### config.mk
export PLATFORM = sky130hd
export DESIGN_NAME = master_unit
export DESIGN_NICKNAME = d
export VERILOG_FILES = /design/src/rtl/master_pkg.sv /design/src/rtl/master_alu.sv /design/src/rtl/master_unit.sv
export SDC_FILE = /design/constraint.sdc
export NUM_CORES = 1
export LEC_CHECK = 0
export CELL_PAD_IN_SITES_DETAIL_PLACEMENT = 1
export CELL_PAD_IN_SITES_GLOBAL_PLACEMENT = 1
export CORE_MARGIN = 2
export CORE_UTILIZATION = 50
export DETAILED_ROUTE_END_ITERATION = 10
export GPL_TIMING_DRIVEN = 0
export HOLD_SLACK_MARGIN = 0.06
export PLACE_DENSITY = 0.81
export SETUP_SLACK_MARGIN = 0.02
export SLEW_MARGIN = 30
export SYNTH_ARGS = -nofsm -noshare
export SYNTH_HDL_FRONTEND = slang
export SYNTH_SLANG_ARGS = --single-unit
### constraint.sdc
create_clock -name boardclk -period 7.6 [get_ports boardclk]
set_input_delay 1.52 -clock boardclk [delete_from_list [all_inputs] [get_ports boardclk]]
set_output_delay 1.52 -clock boardclk [all_outputs]
set_load 0.005 [all_outputs]
### src/rtl/master_pkg.sv
// ---------------------------------------------------------------------------
// master_pkg
// Shared types and constants for the master_unit register-file/ALU datapath.
//   - op_e   : 4-bit op-code enumeration (16 operations)
//   - ins_t  : instruction word layout {op, Rx, Ry, Rz}
//   - DATA_W / REG_ADDR_W / NUM_REGS and instruction field slice positions
// ---------------------------------------------------------------------------
package master_pkg;

    localparam int DATA_W     = 16;
    localparam int REG_ADDR_W = 4;
    localparam int NUM_REGS   = 1 << REG_ADDR_W;
    localparam int INS_W      = 16;

    // Instruction field slices
    localparam int OP_MSB = 15;
    localparam int OP_LSB = 12;
    localparam int RX_MSB = 11;
    localparam int RX_LSB = 8;
    localparam int RY_MSB = 7;
    localparam int RY_LSB = 4;
    localparam int RZ_MSB = 3;
    localparam int RZ_LSB = 0;

    typedef enum logic [3:0] {
        OP_ADD   = 4'h0,
        OP_SUB   = 4'h1,
        OP_AND   = 4'h2,
        OP_OR    = 4'h3,
        OP_XOR   = 4'h4,
        OP_NOR   = 4'h5,
        OP_SLL   = 4'h6,
        OP_SRL   = 4'h7,
        OP_SRA   = 4'h8,
        OP_INC   = 4'h9,
        OP_DEC   = 4'hA,
        OP_NOT   = 4'hB,
        OP_SLT   = 4'hC,
        OP_MOV   = 4'hD,
        OP_SWAPB = 4'hE,
        OP_NOP   = 4'hF
    } op_e;

    typedef struct packed {
        op_e                   op;
        logic [REG_ADDR_W-1:0] rx;
        logic [REG_ADDR_W-1:0] ry;
        logic [REG_ADDR_W-1:0] rz;
    } ins_t;

    function automatic ins_t decode_ins(input logic [INS_W-1:0] w);
        ins_t d;
        d.op = op_e'(w[OP_MSB:OP_LSB]);
        d.rx = w[RX_MSB:RX_LSB];
        d.ry = w[RY_MSB:RY_LSB];
        d.rz = w[RZ_MSB:RZ_LSB];
        return d;
    endfunction

endpackage

### src/rtl/master_alu.sv
// ---------------------------------------------------------------------------
// master_alu
// Purely combinational ALU for master_unit. All results wrap modulo 2^16.
// Ports:
//   op_i  : operation (op_e)
//   a_i   : operand A (R[Rx])
//   b_i   : operand B (R[Ry]); shifts use only b_i[3:0]
//   res_o : result
//   we_o  : register/display write enable, low only for NOP
// ---------------------------------------------------------------------------
module master_alu
    import master_pkg::*;
(
    input  op_e               op_i,
    input  logic [DATA_W-1:0] a_i,
    input  logic [DATA_W-1:0] b_i,
    output logic [DATA_W-1:0] res_o,
    output logic              we_o
);

    logic [3:0] shamt;
    assign shamt = b_i[3:0];

    always_comb begin
        res_o = '0;
        we_o  = 1'b1;
        case (op_i)
            OP_ADD:   res_o = a_i + b_i;
            OP_SUB:   res_o = a_i - b_i;
            OP_AND:   res_o = a_i & b_i;
            OP_OR:    res_o = a_i | b_i;
            OP_XOR:   res_o = a_i ^ b_i;
            OP_NOR:   res_o = ~(a_i | b_i);
            OP_SLL:   res_o = a_i << shamt;
            OP_SRL:   res_o = a_i >> shamt;
            OP_SRA:   res_o = DATA_W'($signed(a_i) >>> shamt);
            OP_INC:   res_o = a_i + DATA_W'(1);
            OP_DEC:   res_o = a_i - DATA_W'(1);
            OP_NOT:   res_o = ~a_i;
            OP_SLT:   res_o = DATA_W'($signed(a_i) < $signed(b_i));
            OP_MOV:   res_o = a_i;
            OP_SWAPB: res_o = {a_i[7:0], a_i[15:8]};
            OP_NOP:   we_o  = 1'b0;
            default:  we_o  = 1'b0;
        endcase
    end

endmodule

### src/rtl/master_unit.sv
// ---------------------------------------------------------------------------
// master_unit
// Register-file/ALU execution unit. A clock-enable divider produces one
// execution tick every CLK_DIV boardclk cycles; on each tick the instruction
// Rz <= Rx op Ry executes and the result is registered onto disp.
// Parameters:
//   CLK_DIV  : boardclk cycles per execution tick (2 .. 2^24)
// Ports:
//   boardclk : system clock, rising edge
//   rst      : synchronous active-high reset
//   ins      : instruction {op[15:12], Rx[11:8], Ry[7:4], Rz[3:0]}
//   enable   : one-cycle execution tick
//   disp     : result of the last executed (non-NOP) instruction
// Build option:
//   ZERO_REG_EN : when defined, R0 reads as zero and writes to it are
//                 dropped (disp still shows the result).
// ---------------------------------------------------------------------------
module master_unit
    import master_pkg::*;
#(
    parameter int unsigned CLK_DIV = 4
) (
    input  logic              boardclk,
    input  logic              rst,
    input  logic [INS_W-1:0]  ins,
    output logic              enable,
    output logic [DATA_W-1:0] disp
);

    localparam int CNT_W = (CLK_DIV > 2) ? $clog2(CLK_DIV) : 1;
    localparam logic [CNT_W-1:0] CNT_LAST = CNT_W'(CLK_DIV - 1);

    logic [CNT_W-1:0]                 cnt_q, cnt_d;
    logic [NUM_REGS-1:0][DATA_W-1:0]  regs_q, regs_d;
    logic [DATA_W-1:0]                disp_q, disp_d;

    ins_t              ins_s;
    logic [DATA_W-1:0] op_a, op_b, alu_res;
    logic              alu_we, wr_reg;

    // Tick decoded from the registered count so it is glitch-free.
    assign enable = (cnt_q == CNT_LAST);
    assign cnt_d  = enable ? '0 : cnt_q + CNT_W'(1);

    assign ins_s = decode_ins(ins);

    // Operand reads see pre-edge register contents, so Rz==Rx/Ry uses
    // the old value.
`ifdef ZERO_REG_EN
    assign op_a   = (ins_s.rx == '0) ? '0 : regs_q[ins_s.rx];
    assign op_b   = (ins_s.ry == '0) ? '0 : regs_q[ins_s.ry];
    assign wr_reg = enable && alu_we && (ins_s.rz != '0);
`else
    assign op_a   = regs_q[ins_s.rx];
    assign op_b   = regs_q[ins_s.ry];
    assign wr_reg = enable && alu_we;
`endif

    master_alu u_alu (
        .op_i  (ins_s.op),
        .a_i   (op_a),
        .b_i   (op_b),
        .res_o (alu_res),
        .we_o  (alu_we)
    );

    always_comb begin
        regs_d = regs_q;
        if (wr_reg) begin
            regs_d[ins_s.rz] = alu_res;
        end
    end

    // disp follows every non-NOP tick, including R0 writes in the
    // zero-register build.
    assign disp_d = (enable && alu_we) ? alu_res : disp_q;

    always_ff @(posedge boardclk) begin
        if (rst) begin
            cnt_q  <= '0;
            disp_q <= '0;
            for (int i = 0; i < NUM_REGS; i++) begin
                regs_q[i] <= DATA_W'(i);
            end
        end else begin
            cnt_q  <= cnt_d;
            disp_q <= disp_d;
            regs_q <= regs_d;
        end
    end

    assign disp = disp_q;

endmodule

### Yosys cells after proc, flatten, opt, wreduce, memory -nomap -nowiden

Index checks and enable logic that the tools add are counted.

| cells by class | value |
|---|---|
| add/sub/neg operators | 5 |
| reduce and logical (&&, ||, !) cells | 4 |
| bitwise gates (word level) | 5 |
| mux-type cells | 9 |
| $lt $le $gt $ge | 5 |
| equality and inequality tests | 16 |
| shifts and indexed selects | 3 |

Operator list:

| operator | number |
|---|---|
| 256-bit bitwise mux | 1 |
| 16-bit one-hot mux with 15 select lines | 1 |
| 16-bit binary-select mux with 4-bit select | 2 |
| 16-bit demux with 4-bit select | 1 |
| 16-bit two-way mux | 3 |
| 4-bit equality test (second input constant) | 8 |
| 16-bit NOT | 2 |
| 16-bit by 1-bit adder with 16-bit output (second input constant) | 1 |
| 16-bit adder | 1 |
| 16-bit bitwise AND | 1 |
| 4-bit by 3-bit equality test with 1-bit output (second input constant) | 4 |
| 16-bit < comparator | 1 |
| 16-bit bitwise OR | 1 |
| 16-bit by 4-bit left shift with 16-bit output | 1 |
| 16-bit by 4-bit >> shifter with 16-bit output | 1 |
| 16-bit by 4-bit >>> shifter with 16-bit output | 1 |
| 16-bit by 1-bit subtractor with 16-bit output (second input constant) | 1 |
| 16-bit subtractor | 1 |
| 16-bit bitwise XOR | 1 |
| 4-bit by 5-bit < comparator with 1-bit output (second input constant) | 3 |
| 4-bit by 2-bit equality test with 1-bit output (second input constant) | 2 |
| 4-bit by 1-bit equality test with 1-bit output (second input constant) | 1 |
| 4-bit by 1-bit >= comparator with 1-bit output (second input constant) | 1 |
| 4-bit zero test | 1 |
| other kinds (5) | 6 |

| storage, ports and cells | value |
|---|---|
| logic and storage cells | 65 |
| input port bits | 18 |
| register bits after elaboration | 274 |

### Logic depth before layout (Yosys ltp)

| logic depth | value |
|---|---|
| depth in word-level cells | 6 |
| depth in mapped cells | 25 |

### Modules after synthesis

Synthesis repeated with hierarchy kept, for this count alone.

| unflattened totals | value |
|---|---|
| cells, all modules | 2246 |
| area total of the unflattened synthesis | 19368.6 sq um |

By module, submodules not included:

| module | area an instance (sq um) | seq. area each (sq um) | times used | cells an instance |
|---|---|---|---|---|
| master_unit | 14448.9 | 5485.3 | 1 | 1535 |
| master_alu | 4919.7 | 0.0 | 1 | 711 |

### Worst setup path after synthesis

Ideal clock, no wire load.

| timing | value |
|---|---|
| path kind | input port to flip-flop |
| start | in ins[4] |
| end | reg regs_q[159] (netlist name) |
| stages on the path | 25 |
| path slack | 693 ps |
| arrival | 6820 ps |
| library setup time | 87 ps |
| path buffers | 8 |
| path through | buf_6 buf_4 buf_2 mux4_2 a221oi_1 buf_2 inv_1 clkbuf_1 buf_2 nor4_1 and2_1 xnor2_1 o21ai_1 ha_1 o21ai_0 nor2_1 nor3_1 a211oi_1 o31ai_1 clkbuf_1 nor4_1 o41ai_1 nand3_2 buf_2 o31ai_1 |

| on the way | value |
|---|---|
| word-level cells in the longest chain between the ends | 6 |

Ends and longest elaborated chain:

| element | line | source |
|---|---|---|
| start, declared | master_unit.sv:25 | `input logic [INS_W-1:0] ins,` |
| 16-bit binary-select mux with 4-bit select * | master_unit.sv:55 | `assign op_b = regs_q[ins_s.ry];` |
| 16-bit two-way mux (implied by the code) * | master_unit.sv:55 |  |
| parallel branches: the longest is 2 deep, another holds 16-bit subtractor | - |  |
| 16-bit one-hot mux with 15 select lines * | master_alu.sv:27 | `case (op_i)` |
| 256-bit bitwise mux * | master_unit.sv:70 | `regs_d[ins_s.rz] = alu_res;` |
| end signal, assigned by index | master_unit.sv:83 | `regs_q[i] <= DATA_W'(i);` |
| end signal, assigned | master_unit.sv:88 | `regs_q <= regs_d;` |
| end, declared | master_unit.sv:34 | `logic [NUM_REGS-1:0][DATA_W-1:0] regs_q, regs_d;` |

Every way passes the cells marked *. The select of a mux whose other input is x is not followed.
A chain may end at the register's enable or synchronous reset.

### Worst setup path in the final report

| timing | value |
|---|---|
| start | in ins[10] |
| end | reg regs_q[175] (netlist name) |

| on the way | value |
|---|---|
| word-level cells in the longest chain between the ends | 6 |

Ends and longest elaborated chain:

| element | line | source |
|---|---|---|
| 16-bit binary-select mux with 4-bit select * | master_unit.sv:54 | `assign op_a = regs_q[ins_s.rx];` |
| 16-bit two-way mux (implied by the code) * | master_unit.sv:54 |  |
| parallel branches: the longest is 2 deep, another holds 16-bit by 1-bit subtractor with 16-bit output | - |  |
| 16-bit one-hot mux with 15 select lines * | master_alu.sv:27 |  |
| 256-bit bitwise mux * | master_unit.sv:70 |  |

Marked as above.

==> impl_metrics.toml <==
[outcome]
run_status = "finished, final reports clean"

[floorplan]
die-area_um2 = 39000
core_area_um2 = 36700
ioPinCount = 35
start_util_pct = 51.0
rows = 70
die_w_um = 197
fp.dieH_um = 197

[logic_synthesis]
synth_ff_type = "dfxtp_1"
synth_area_um2 = 18700
syn_avg_cell_area_um2 = 8.96
syn-instance-count = 2088
synth-async-reset-ratio_pct = 0
ys_ff_latch = 274
yosysUniqueCellTypes = 80
syn_nets = 2174
ys_seq_area_share_pct = 29.3
synthesis.yosys.warnings = 0
synth_edf_count = 0

[drt]
wl_per_cell_um = 34.3
ant_nets = 0
first_pass_iters = 5
vias = 19900
finalWirelength_mm = 91.1
post-route-drc-count = 0
vias_per_cell = 7.49
drt-initial-drc-count = 2360

[flow_run]
maxCapViolations = 0

[place]
place.gp.congestion = 1.02
io_buffers = 29
place_area_um2 = 19700
hpwlAfterDp_mm = 66.7

[final_layout]
final_common_cell = "nor2_1"
insertedDiodeCount = 0
fin_area_um2 = 21000
final_cell_mix = "nor2_1, dfxtp_1, a211oi_1, nand2_1"
drive_gt1_share_pct = 15.0
post-route-util_pct = 57.1
fillers = 4294
finalNetCount = 2253
syn2layout_area_growth_pct = 12.1

[clock_tree]
clkSinkCount = 274
clkTransAtPathRegs_ns = 0.06
clock_latency_ns = 0.61
htreeDepth = 1
cts-root-buf = "clkbuf_16"
cts_tree = "done"
cts_max_path_buffers = 3
cts_made_buffers = 31

[worst_setup_path]
r2r_end = "regs_q[253]$_SDFFE_PP0P_"
startpoint = "ins[10]"
startpoint_type = "primary input"
critPathMaxFanout = 11
crit_type = "primary input to flop"
cp-endpoint = "regs_q[175]$_SDFFE_PP0P_"
reg2reg_from = "regs_q[209]$_SDFFE_PP0P_"
r2r_cells = 24
required_ns = 8.10
arrival_ns = 8.07
crit_path_end_kind = "flop"
r2r_setup_slack_ns = 1.27

[global_routing]
grt.busiest_layer = "met2"
grtUsageMet1_pct = 55.1
use_met3_pct = 13.4
grt_max_degree = 17
first_global_vias = 20300
met2_usage_pct = 70.5
grt_pass1_wl_mm = 132
track_usage_pct = 46.3
antenna_found_initial = 3
grt-ovfl-total = 0

[power]
leakagePower_nw = 6.99
vdd_drop_max_mv = 0.172
power.density_nw_per_um2 = 175

[sta]
hold_viol = 0
fmax_ghz = 0.132
grt_setup_unrepaired = "false"
finalMaxSlewViolations = 0
finalCritPeriodShare_pct = 99.6
period_needed_ns = 7.57
skew_ns = 0.0209
relSlewSlack_pct = 25.1
worstMarginPinSlew_ns = 1.12
setup_viol = 0
fin_hold_ws_ns = 0.425

[worst_hold_path]
min-delay-path-class = "flop to flop"
holdPathStages = 1
-- worst max-delay path: stages --
cell,delay (ns)
buf_2,0.38
buf_2,0.51
and2_1,0.26
clkbuf_1,0.74
a22oi_1,0.20
nand2_1,0.68
inv_1,0.10
ha_1,0.44
nor2b_1,0.07
o21ai_0,0.33
nand3_1,0.16
a221oi_1,0.40
o31ai_1,0.21
a211oi_1,0.54
mux2i_4,0.64
clkbuf_1,0.53
o31ai_1,0.19
o31ai_2,0.10
-- report_power, final --
group / switching [mW] / leakage [nW] / total [mW] / internal [mW]
clock: 0.650 / 0.465 / 1.46 / 0.808
combinational: 0.527 / 4.31 / 0.755 / 0.228
sequential: 0.0110 / 2.21 / 1.46 / 1.45
-- routing by layer --
metal	up-vias	part of all wire [%]	wire length [um]
li1	8128	-	-
met1	9886	36	32700
met2	1433	44	39800
met3	440	12	10700
met4	6	8.6	7810
met5	-	0.038	35
-- per-stage QoR --
stage	std cells	TNS [ns]	power, mW	worst slack [ns]
2_1_floorplan	2088	0	1.92	0.693
3_3_place_gp	2585	-263.56	2.16	-2.65
3_5_place_dp	2587	-245.22	2.18	-2.61
4_1_cts	2647	0	3.61	0.0332
5_1_grt	2656	0	3.74	0.00790
6_report	2656	0	3.67	0.0289
-- repair_timing --
item,4_1_cts,5_1_grt
setup buffers,7,8
pin swaps,5,5
gates resized for setup,26,27
hold buffers,0,0
endpoints found under the setup margin,190,68
-- kinds of logic after synthesis --
| family | share of synthesized area (%) |
|---|---|
| AO/OA/AOI/OAI | 22.4 |
| XOR/XNOR | 1.40 |
| AND/OR/NAND/NOR | 17.0 |
| buffers and inverters | 5.63 |
| multiplexers | 19.6 |
| flip-flops | 29.3 |
| adder cells (fa/ha/maj) | 4.63 |
-- final cells by class --
type | count | area, um2 | share of cell area [%]
Multi-Input combinational cell | 1576 | 12400 | 59.1
Clock inverter | 8 | 60.1 | 0.286
Sequential cell | 274 | 5490 | 26.2
Clock buffer | 46 | 892 | 4.25
Buffer | 191 | 937 | 4.47
Timing Repair Buffer | 47 | 438 | 2.09
Tap cell | 468 | 586 | 2.79
Inverter | 46 | 176 | 0.841
-- flip-flops by register name (all words and copies together) (netlist names) --
signal / flops
disp: 16
regs_q: 256
cnt_q: 2
-- cells in the mapped netlist (all sizes together) (3+ instances only) --
cell / n / area [um2]
o31ai: 37 / 278
and4: 4 / 35.0
a21oi: 110 / 566
mux4: 132 / 2980
nor3: 82 / 415
clkbuf: 124 / 465
o221ai: 6 / 58.8
a22oi: 59 / 443
or3: 8 / 50.1
buf: 68 / 415
nand2: 155 / 582
a211oi: 170 / 1330
or2: 4 / 25.0
o21ai: 51 / 255
nand4: 42 / 263
and2: 8 / 50.1
nor2: 294 / 1120
nand3: 31 / 160
o21bai: 20 / 150
a31oi: 21 / 131
o21a: 5 / 37.5
nand2b: 11 / 68.8
xnor2: 24 / 210
dfxtp: 274 / 5490
nor4: 26 / 193
a32oi: 4 / 35.0
o41ai: 4 / 35.0
and3: 6 / 37.5
nor2b: 19 / 119
a221oi: 13 / 126
nor4b: 3 / 26.3
o211ai: 22 / 165
a311oi: 5 / 50.0
inv: 45 / 169
o22ai: 5 / 31.3
o2111ai: 6 / 52.6
a22o: 5 / 52.6
ha: 66 / 826
mux2i: 66 / 684
xor2: 6 / 52.6
a2111oi: 24 / 248
-- worst min-delay path by stage --
| stage | endpoint | startpoint | slack [ns] |
|---|---|---|---|
| 2_1_floorplan | cnt_q[0]$_SDFF_PP0_ | cnt_q[0]$_SDFF_PP0_ | 0.40 |
| 3_3_place_gp | cnt_q[0]$_SDFF_PP0_ | cnt_q[0]$_SDFF_PP0_ | 0.42 |
| 3_5_place_dp | cnt_q[0]$_SDFF_PP0_ | cnt_q[0]$_SDFF_PP0_ | 0.42 |
| 4_1_cts | cnt_q[0]$_SDFF_PP0_ | cnt_q[0]$_SDFF_PP0_ | 0.43 |
| 5_1_grt | cnt_q[0]$_SDFF_PP0_ | cnt_q[0]$_SDFF_PP0_ | 0.44 |
| 6_report | cnt_q[0]$_SDFF_PP0_ | cnt_q[0]$_SDFF_PP0_ | 0.43 |
Note: power is estimated with default switching activity, not from simulation.
